## src/rtl/ram_write_port_if.sv

```systemverilog
// rtl/ram_write_port_if.sv - request and readback bundle for the switch-driven RAM write port
interface ram_write_port_if #(
   parameter int ADDR_WIDTH = 2,
   parameter int DATA_WIDTH = 4
);
   logic                  wr_req;
   logic                  clr_req;
   logic [ADDR_WIDTH-1:0] addr;
   logic [DATA_WIDTH-1:0] data_in;
   logic [DATA_WIDTH-1:0] rd_data;
   logic [7:0]            seg;
   logic                  busy;
   logic                  wr_done;
   logic [3:0]            wr_count;

   modport master (
      output wr_req, clr_req, addr, data_in,
      input  rd_data, seg, busy, wr_done, wr_count
   );

   modport slave (
      input  wr_req, clr_req, addr, data_in,
      output rd_data, seg, busy, wr_done, wr_count
   );
endinterface

```

## src/rtl/ram_write_port.sv

```systemverilog
// rtl/ram_write_port.sv - register-file RAM with edge-triggered write/clear FSM, registered read and hex display
module ram_write_port #(
   parameter int ADDR_WIDTH = 2,
   parameter int DATA_WIDTH = 4
) (
   input  logic            clk_2,
   input  logic            reset,
   ram_write_port_if.slave bus
);
   localparam int                    DEPTH = 1 << ADDR_WIDTH;
   localparam logic [ADDR_WIDTH-1:0] LAST  = ADDR_WIDTH'(DEPTH - 1);

   typedef enum logic [1:0] {IDLE, WRITE, CLEAR} state_t;

   state_t                state_q, state_d;
   logic                  wr_q, clr_q;
   logic [ADDR_WIDTH-1:0] a_q, a_d;
   logic [ADDR_WIDTH-1:0] cnt_q, cnt_d;
   logic [DATA_WIDTH-1:0] d_q, d_d;
   logic [DATA_WIDTH-1:0] mem_q [DEPTH];
   logic [DATA_WIDTH-1:0] rd_data_q;
   logic [3:0]            wr_count_q, wr_count_d;
   logic                  wr_done_q, wr_done_d;
   logic                  mem_we;
   logic [ADDR_WIDTH-1:0] mem_wa;
   logic [DATA_WIDTH-1:0] mem_wd;
   logic                  wr_rise, clr_rise;
   logic [6:0]            hex;

   assign wr_rise  = bus.wr_req  & ~wr_q;
   assign clr_rise = bus.clr_req & ~clr_q;

   always_comb begin
      state_d    = state_q;
      a_d        = a_q;
      d_d        = d_q;
      cnt_d      = cnt_q;
      wr_count_d = wr_count_q;
      wr_done_d  = 1'b0;
      mem_we     = 1'b0;
      mem_wa     = a_q;
      mem_wd     = d_q;
      unique case (state_q)
         IDLE: begin
            // clear has priority; a write edge in the same cycle is lost
            if (clr_rise) begin
               cnt_d   = '0;
               state_d = CLEAR;
            end else if (wr_rise) begin
               a_d     = bus.addr;
               d_d     = bus.data_in;
               state_d = WRITE;
            end
         end
         WRITE: begin
            mem_we     = 1'b1;
            wr_count_d = wr_count_q + 4'd1;
            wr_done_d  = 1'b1;
            state_d    = IDLE;
         end
         CLEAR: begin
            mem_we = 1'b1;
            mem_wa = cnt_q;
            mem_wd = '0;
            cnt_d  = cnt_q + ADDR_WIDTH'(1);
            if (cnt_q == LAST) begin
               wr_count_d = '0;
               state_d    = IDLE;
            end
         end
         default: state_d = IDLE;
      endcase
   end

   always_ff @(posedge clk_2 or posedge reset) begin
      if (reset) begin
         state_q    <= IDLE;
         wr_q       <= 1'b0;
         clr_q      <= 1'b0;
         a_q        <= '0;
         d_q        <= '0;
         cnt_q      <= '0;
         rd_data_q  <= '0;
         wr_count_q <= '0;
         wr_done_q  <= 1'b0;
         for (int i = 0; i < DEPTH; i++) begin
            mem_q[i] <= '0;
         end
      end else begin
         state_q    <= state_d;
         wr_q       <= bus.wr_req;
         clr_q      <= bus.clr_req;
         a_q        <= a_d;
         d_q        <= d_d;
         cnt_q      <= cnt_d;
         wr_count_q <= wr_count_d;
         wr_done_q  <= wr_done_d;
         // read sees the contents from before this edge's write
         rd_data_q  <= mem_q[bus.addr];
         if (mem_we) begin
            mem_q[mem_wa] <= mem_wd;
         end
      end
   end

   always_comb begin
      hex = 7'h00;
      unique case (rd_data_q[3:0])
         4'h0: hex = 7'h3F;
         4'h1: hex = 7'h06;
         4'h2: hex = 7'h5B;
         4'h3: hex = 7'h4F;
         4'h4: hex = 7'h66;
         4'h5: hex = 7'h6D;
         4'h6: hex = 7'h7D;
         4'h7: hex = 7'h07;
         4'h8: hex = 7'h7F;
         4'h9: hex = 7'h6F;
         4'hA: hex = 7'h77;
         4'hB: hex = 7'h7C;
         4'hC: hex = 7'h39;
         4'hD: hex = 7'h5E;
         4'hE: hex = 7'h79;
         4'hF: hex = 7'h71;
         default: hex = 7'h00;
      endcase
   end

   assign bus.busy     = (state_q != IDLE);
   assign bus.seg      = {bus.busy, hex};
   assign bus.rd_data  = rd_data_q;
   assign bus.wr_done  = wr_done_q;
   assign bus.wr_count = wr_count_q;
endmodule

```

## src/flat_wrapper.sv

```systemverilog
// flat-port wrapper written by rule: the top's interface ports become plain ports
module ram_write_port_flat 
#(
   parameter int ADDR_WIDTH = 2,
   parameter int DATA_WIDTH = 4
)
  (clk_2, reset, bus_wr_req, bus_clr_req, bus_addr, bus_data_in, bus_rd_data, bus_seg, bus_busy, bus_wr_done, bus_wr_count);
  ram_write_port_if #(.ADDR_WIDTH(ADDR_WIDTH), .DATA_WIDTH(DATA_WIDTH)) bus_i ();
  input  logic clk_2;
  input  logic reset;
  input wire logic [$bits(bus_i.wr_req)-1:0] bus_wr_req;
  input wire logic [$bits(bus_i.clr_req)-1:0] bus_clr_req;
  input wire logic [$bits(bus_i.addr)-1:0] bus_addr;
  input wire logic [$bits(bus_i.data_in)-1:0] bus_data_in;
  output wire logic [$bits(bus_i.rd_data)-1:0] bus_rd_data;
  output wire logic [$bits(bus_i.seg)-1:0] bus_seg;
  output wire logic [$bits(bus_i.busy)-1:0] bus_busy;
  output wire logic [$bits(bus_i.wr_done)-1:0] bus_wr_done;
  output wire logic [$bits(bus_i.wr_count)-1:0] bus_wr_count;
  assign bus_i.wr_req = bus_wr_req;
  assign bus_i.clr_req = bus_clr_req;
  assign bus_i.addr = bus_addr;
  assign bus_i.data_in = bus_data_in;
  assign bus_rd_data = bus_i.rd_data;
  assign bus_seg = bus_i.seg;
  assign bus_busy = bus_i.busy;
  assign bus_wr_done = bus_i.wr_done;
  assign bus_wr_count = bus_i.wr_count;
  ram_write_port #(.ADDR_WIDTH(ADDR_WIDTH), .DATA_WIDTH(DATA_WIDTH)) u_core (.clk_2(clk_2), .reset(reset), .bus(bus_i));
endmodule
```

## config.mk

```make
export PLATFORM = sky130hd
export DESIGN_NAME = ram_write_port_flat
export DESIGN_NICKNAME = d
export VERILOG_FILES = /design/src/rtl/ram_write_port_if.sv /design/src/rtl/ram_write_port.sv /design/src/flat_wrapper.sv
export SDC_FILE = /design/constraint.sdc
export NUM_CORES = 1
export LEC_CHECK = 0
export ABC_AREA = 1
export CORE_AREA = 2 2 67 69
export CTS_BUF_LIST = sky130_fd_sc_hd__clkbuf_4
export CTS_CLUSTER_DIAMETER = 80
export DETAILED_ROUTE_END_ITERATION = 7
export DIE_AREA = 0 0 69 71
export GPL_TIMING_DRIVEN = 0
export PLACE_DENSITY_LB_ADDON = 0.25
export SLEW_MARGIN = 25
export SYNTH_ARGS = -nofsm -noshare
export SYNTH_HDL_FRONTEND = slang
export SYNTH_SLANG_ARGS = --single-unit
```

## constraint.sdc

```tcl
create_clock -name clk_2 -period 2.1 [get_ports clk_2]
set_clock_uncertainty 0.2 [all_clocks]
set_input_delay 0.315 -clock clk_2 [delete_from_list [all_inputs] [get_ports clk_2]]
set_output_delay 0.315 -clock clk_2 [all_outputs]
set_load 0.03 [all_outputs]
```

==> results of run 1 <==
registers in the layout, indices dropped and copies added (netlist names):
name                 cells
u_core.d_q               4
u_core.bus.wr_done       1
u_core.state_q           2
u_core.mem_q            16
u_core.clr_q             1
u_core.wr_q              1
u_core.bus.rd_data       4
u_core.a_q               2
u_core.bus.wr_count      4
u_core.cnt_q             2
power by group:
part	total, W	switching (W)	leakage [nW]	internal (W)
combinational	0.00229	0.00145	0.808	0.000836
sequential	0.00120	0.000211	0.474	0.000985
clock	0.000496	0.000250	0.0389	0.000246
total	0.00398	0.00191	1.32	0.00207
through the flow:
stage,total power [W],instances,instance area (um2),hold slack [ns]
after CTS,0.003830,340,2467,0.1076
after detailed placement,0.003355,329,2381,0.2534
after global routing,0.004282,345,2586,0.1370
after floorplan,0.002720,250,2036,0.1464
final,0.003981,345,2586,0.1115
after global placement,0.003292,328,2361,0.2492
metal layers:
| metal | share of wire | wire (um) | global-route usage | up-vias |
|---|---|---|---|---|
| li1 | - | - | - | 897 |
| met1 | 0.44 | 1909 | 0.2195 | 819 |
| met2 | 0.49 | 2124 | 0.3002 | 43 |
| met3 | 0.040 | 171 | 0.04416 | 11 |
| met4 | 0.023 | 99 | 0.06972 | 0 |
| met5 | 0 | 0 | 0 | - |
final timing paths:
path	startpoint	end	slack, ns
max	u_core.bus.rd_data[1]	bus_seg[3]	-0.04
min	bus_addr[0]	u_core.bus.rd_data[0]	0.11
max reg2reg	u_core.state_q[1]	u_core.mem_q[6]	0.29
min reg2reg	u_core.mem_q[9]	u_core.mem_q[9]	0.28
max in group asynchronous	reset	u_core.bus.rd_data[1]	0.73
min in group asynchronous	reset	u_core.bus.wr_count[3]	0.54
cell families after synthesis:
group / synth area share
AOI/OAI and AO/OA: 0.07645
xor gates and xnor gates: 0.004316
and+or+nand+nor: 0.3175
DFF: 0.4562
adders and majority gates: 0.07398
buffers and inverters: 0.07151
synthesized netlist by cell type (2+ instances only):
cell type,instances,share of area
o22ai_1,4,0.012
dfrtp_1,37,0.46
nor2_2,2,0.0062
nand3_1,11,0.027
buf_6,2,0.011
o21ai_0,16,0.039
nand4_1,15,0.046
a21oi_1,4,0.0099
nand2_2,2,0.0062
nand3_4,2,0.017
inv_1,24,0.044
buf_2,2,0.0049
o21ai_2,2,0.0086
ha_1,12,0.074
nand3_2,2,0.0099
buf_4,2,0.0074
nand2_4,2,0.011
nand2_1,83,0.15
a31oi_1,2,0.0062
nor2_1,20,0.037
area by class of cell:
type | count | share of cell area
Buffer | 7 | 0.02080
Clock buffer | 5 | 0.01451
Clock inverter | 3 | 0.01597
Inverter | 25 | 0.03725
Multi-Input combinational cell | 181 | 0.3972
Sequential cell | 37 | 0.3585
Tap cell | 52 | 0.02516
Timing Repair Buffer | 35 | 0.1306
repair_timing:
item,in CTS,in global routing
endpoints found under the setup margin,9,9
resized for setup,48,30
hold endpoints to repair,7,0
setup buffers,2,5
hold buffers,1,0
pin swaps,1,5
worst max-delay path, cell delays in order (launching register included):
cell and delay, ns:
dfrtp_2 0.45, inv_4 0.06, ha_4 0.26, nand2_1 0.05, nand2_1 0.10, nor2_2 0.06
a31oi_4 0.13, buf_6 0.15
==> out/metrics.yaml, run 1 <==
status:
  status: "complete, but fails checks"
  violations: "negative setup slack"
synth:
  syn_area_mm2: 0.002029
  synth_cells: 250
  synth.net_count: 272
  async_flop_share: 1.000
  ys_seq_elements: 37
  synth.avg_cell_area_um2: 8.118
  synth_edf_count: 0
  yosysUniqueCellTypes: 24
  ys.flop_type: "dfrtp_1"
  ys_seq_area_frac: 0.4562
  yosysWarnings: 0
worst_setup_path:
  crit_fanout: 5
  required_ns: 1.58
  cp.arrival_ns: 1.62
  ff2ff_path_depth: 6
  end_kind: "primary output"
  critPathKind: "flip-flop to primary output"
  start_kind: "flip-flop"
sta:
  setup_slack_ns: -0.03980
  fin_crit_sh: 1.019
  fmax_mhz: 467.3
  fin_crit_ns: 2.140
  slew_viol_final: 0
  fin_setup_tns_ns: -0.07155
  finalHoldViolCount: 0
  rsz0062_at_grt: "yes"
  finalSetupViolations: 2
  worst_pin_slew_ns: 0.4167
  maxSlewHeadroom: 0.7222
global_routing:
  grt_pass1_wl_um: 7017
  antenna_found_initial: 0
  grt-ovfl-total: 0
  grt_max_degree: 31
  first_global_vias: 1589
  grt_usage: 0.1775
cells_and_area:
  mostFrequentLayoutCells: "nand2_1, dfrtp_1, inv_1, nor2_1"
  multi_input_area_mm2: 0.001027
  mostFrequentLayoutCell: "nand2_1"
  final-seq-area_um2: 927.1
  fillCellCount: 374
  nets: 314
  syn_to_final_growth_pct: 27.44
  antenna_cells: 0
  fin_util: 0.6152
  layout-drive-gt1-share: 0.2014
power_and_ir_drop:
  p_leak_nw: 1.321
  power_density_mw_per_mm2: 1539
  vdd_drop_max_mv: 0.6105
drt:
  drc: 0
  vias: 1770
  viasPerCell: 5.130
  dr.pass1.iters: 4
  postRouteAntennaNets: 0
  drt-total-wl_um: 4303
  post_drt_wl_per_cell_um: 12.47
  dr.first_iter.drc_count: 63
placement:
  port_buffers: 26
  dpl_worst_slack_ns: -0.2896
  gp_congestion: 0.9248
  dp_hpwl_um: 3003
cts:
  root_buffer: "clkbuf_4"
  cts_max_path_buffers: 2
  cts-buffers-inserted: 5
  cts.sinks: 37
  tritoncts: "built"
  insertion_delay_ns: 0.35
  path_clk_slew_ns: 0.12
  htreeDepth: 2
die:
  dieArea_mm2: 0.004899
  core_mm2: 0.004204
  start_util: 0.4827
  die_w_um: 69
  fp.dieH_um: 71
  io_pins: 28
  rows: 24
flow_run:
  drv_cap: 0
min_path:
  min_path_cells: 3
  min_path_type: "input port to flip-flop"
(Power assumes the default switching activity.)
==> run 2: changes to the inputs <==
--- a/config.mk
+++ b/config.mk
@@ -6,6 +6,7 @@
 export NUM_CORES = 1
 export LEC_CHECK = 0
 export ABC_AREA = 1
+export CAP_MARGIN = 20
 export CORE_AREA = 2 2 67 69
 export CTS_BUF_LIST = sky130_fd_sc_hd__clkbuf_4
 export CTS_CLUSTER_DIAMETER = 80
==> results of run 2 <==
The final DEF is identical to that of run 1; final timing and power are the same.
==> run 3: changes to the inputs <==
--- a/config.mk
+++ b/config.mk
@@ -14,6 +14,7 @@
 export DIE_AREA = 0 0 69 71
 export GPL_TIMING_DRIVEN = 0
 export PLACE_DENSITY_LB_ADDON = 0.25
+export SETUP_SLACK_MARGIN = 0.2
 export SLEW_MARGIN = 25
 export SYNTH_ARGS = -nofsm -noshare
 export SYNTH_HDL_FRONTEND = slang
==> out/metrics.yaml, run 3 (same netlist as run 1, synthesis figures left out) <==
drt:
  dr_wl_met3_um: 140  # -18%
  postRouteAntennaNets: 0  # unchanged
  drt-met1-wl_um: 1867  # -2.2%
  post_drt_wl_per_cell_um: 12.47  # about the same
  drt-total-wl_um: 4301  # about the same
  dr_wl_met2_um: 2219  # +4.5%
  maxUsedRoutingLayer: "met4"
  vias: 1776  # +0.34%
  viasPerCell: 5.148  # +0.34%
  dr.pass1.iters: 4  # unchanged
  dr.first_iter.drc_count: 61  # -3.2%
  drc: 0  # unchanged
worst_setup_path:
  crit_fanout: 4  # -1
  critPathKind: "flip-flop to primary output"
  ff2ff_path_depth: 8  # +2
  start_kind: "flip-flop"
  crit_top_cell: "nand2_4"
  end_kind: "primary output"
  required_ns: 1.58  # about the same
  path_cells: "inv_2, ha_4, nand2_4, nand2_4, nor2_4, a31oi_4, buf_6"
  cp.arrival_ns: 1.57  # -0.05 ns
  max_stage_delay_ns: 0.41  # -0.04 ns
  critical_path.slowest_cell: "dfrtp_1"
cells_and_area:
  largest-register: "u_core.mem_q"
  syn_to_final_growth_pct: 31.63
  layout-drive-gt1-share: 0.2696  # +0.06826
  final_cell_count_no_fill: 345  # unchanged
  antenna_cells: 0  # unchanged
  mostFrequentLayoutCell: "nand2_1"
  mostFrequentLayoutCells: "nand2_1, dfrtp_1, nor2_1, inv_1, nand4_1"
  fin_util: 0.6354  # +0.02024
  largest_reg_flops: 16  # unchanged
  nets: 315  # +0.32%
global_routing:
  first_global_vias: 1788  # +13%
  antenna_found_initial: 0  # unchanged
  grt_pass1_wl_um: 7548  # +7.6%
  grt-ovfl-total: 0  # unchanged
  grt_usage: 0.1887  # +0.01125
  grt_max_degree: 23  # -26%
die:
  io_pins: 28  # unchanged
  dieArea_mm2: 0.004899  # unchanged
  fp.dieH_um: 71  # unchanged
  core_mm2: 0.004204  # unchanged
  start_util: 0.4827  # unchanged
  die_w_um: 69  # unchanged
  rows: 24  # unchanged
power_and_ir_drop:
  vdd_drop_max_mv: 0.6105  # about the same
  power_w: 0.004014  # +0.83%
  power_density_mw_per_mm2: 1503  # -2.4%
  p_leak_nw: 1.341  # +1.6%
sta:
  fin_crit_ns: 2.084  # -0.05549 ns
  fin_crit_sh: 0.9925  # -0.02642
  maxSlewHeadroom: 0.7463  # +0.02407
  finalSetupViolations: 0  # -2
  rsz0062_at_grt: "yes"
  setup_slack_ns: 0.01569  # +0.05549 ns
  finalHoldViolCount: 0  # unchanged
  worst_pin_slew_ns: 0.3800  # -0.03665 ns
  fin_setup_tns_ns: 0  # +0.07155 ns
  fmax_mhz: 479.8  # +2.7%
  slew_viol_final: 0  # unchanged
cts:
  root_buffer: "clkbuf_4"
  cts_max_path_buffers: 2  # unchanged
  cts.sinks: 37  # unchanged
  path_clk_slew_ns: 0.11  # about the same
  cts-buffers-inserted: 5  # unchanged
  tritoncts: "built"
  insertion_delay_ns: 0.32  # -0.03 ns
  htreeDepth: 2  # unchanged
placement:
  dp_hpwl_um: 3064  # +2.1%
  gp_congestion: 0.8134  # -12%
  placedCellCount: 329  # unchanged
  dpl_worst_slack_ns: -0.3115  # -0.02185 ns
  port_buffers: 26  # unchanged
status:
  status: "finished, final reports clean"
flow_run:
  drv_cap: 0  # unchanged
min_path:
  min_path_type: "input port to async pin"
-- run 3: changes by cell type in the layout (fill, tap and decap cells not counted), sizes merged --
cell and change:
dlygate4sd2 +7, clkdlybuf4s50 -5, buf +3, dlymetal6s2s -2, bufinv -1, clkinvlp -1, dlygate4sd3 -1
-- run 3: path summary, 6_finish.rpt --
kind | startpoint | to | slack, ns
min in group clk_2 | bus_addr[0] | u_core.bus.rd_data[2] | 0.14
setup reg to reg | u_core.state_q[0] | u_core.bus.wr_count[3] | 0.41
hold reg to reg | u_core.mem_q[8] | u_core.mem_q[8] | 0.28
max in group asynchronous | reset | u_core.bus.rd_data[1] | 1.19
hold / removal | reset | u_core.a_q[0] | 0.08
setup / recovery | u_core.bus.rd_data[0] | bus_seg[3] | 0.02
-- run 3: where the power goes --
part | internal, W | total, W | leakage (nW) | switching [W]
clock | 0.000135 | 0.000349 | 0.0292 | 0.000215
sequential | 0.000986 | 0.00120 | 0.474 | 0.000213
combinational | 0.000939 | 0.00247 | 0.838 | 0.00153
-- run 3: routing by layer --
metal / GRT usage / vias to the layer above
li1: - / 900
met1: 0.2251 / 826
met2: 0.3365 / 40
met3: 0.04274 / 10
met4: 0.06536 / 0
met5: 0 / -
-- run 3: repair_timing --
action,CTS,global route
setup buffers,8,1
endpoints found under the hold margin,0,0
setup endpoints to repair,16,26
resized for setup,96,13
hold buffers,0,0
pin swaps,8,4
-- run 3: area by class of cell --
cell class / count / area (um2)
Tap cell: 52 / 65.06
Clock buffer: 6 / 45.04
Sequential cell: 37 / 927.1
Inverter: 25 / 98.84
Buffer: 7 / 55.05
Timing Repair Buffer: 36 / 359.1
Clock inverter: 1 / 3.754
Fill cell: 373 / 1533
Multi-Input combinational cell: 181 / 1117
-- run 3: worst max-delay path: cells and delay by family (launching register included) --
family                     cells  cell delay, ns
and+or+nand+nor                3            0.17
DFF                            1            0.41
adders and majority gates      1            0.29
buffers and inverters          2            0.25
AOI/OAI and AO/OA              1            0.13
-- run 3: stage by stage --
step	cell area, um2	hold WS (ns)
4_1_cts	2635	0.08656
3_5_place_dp	2424	0.2542
3_3_place_gp	2396	0.2509
2_1_floorplan	2071	0.1464
5_1_grt	2671	0.1067
6_report	2671	0.07711
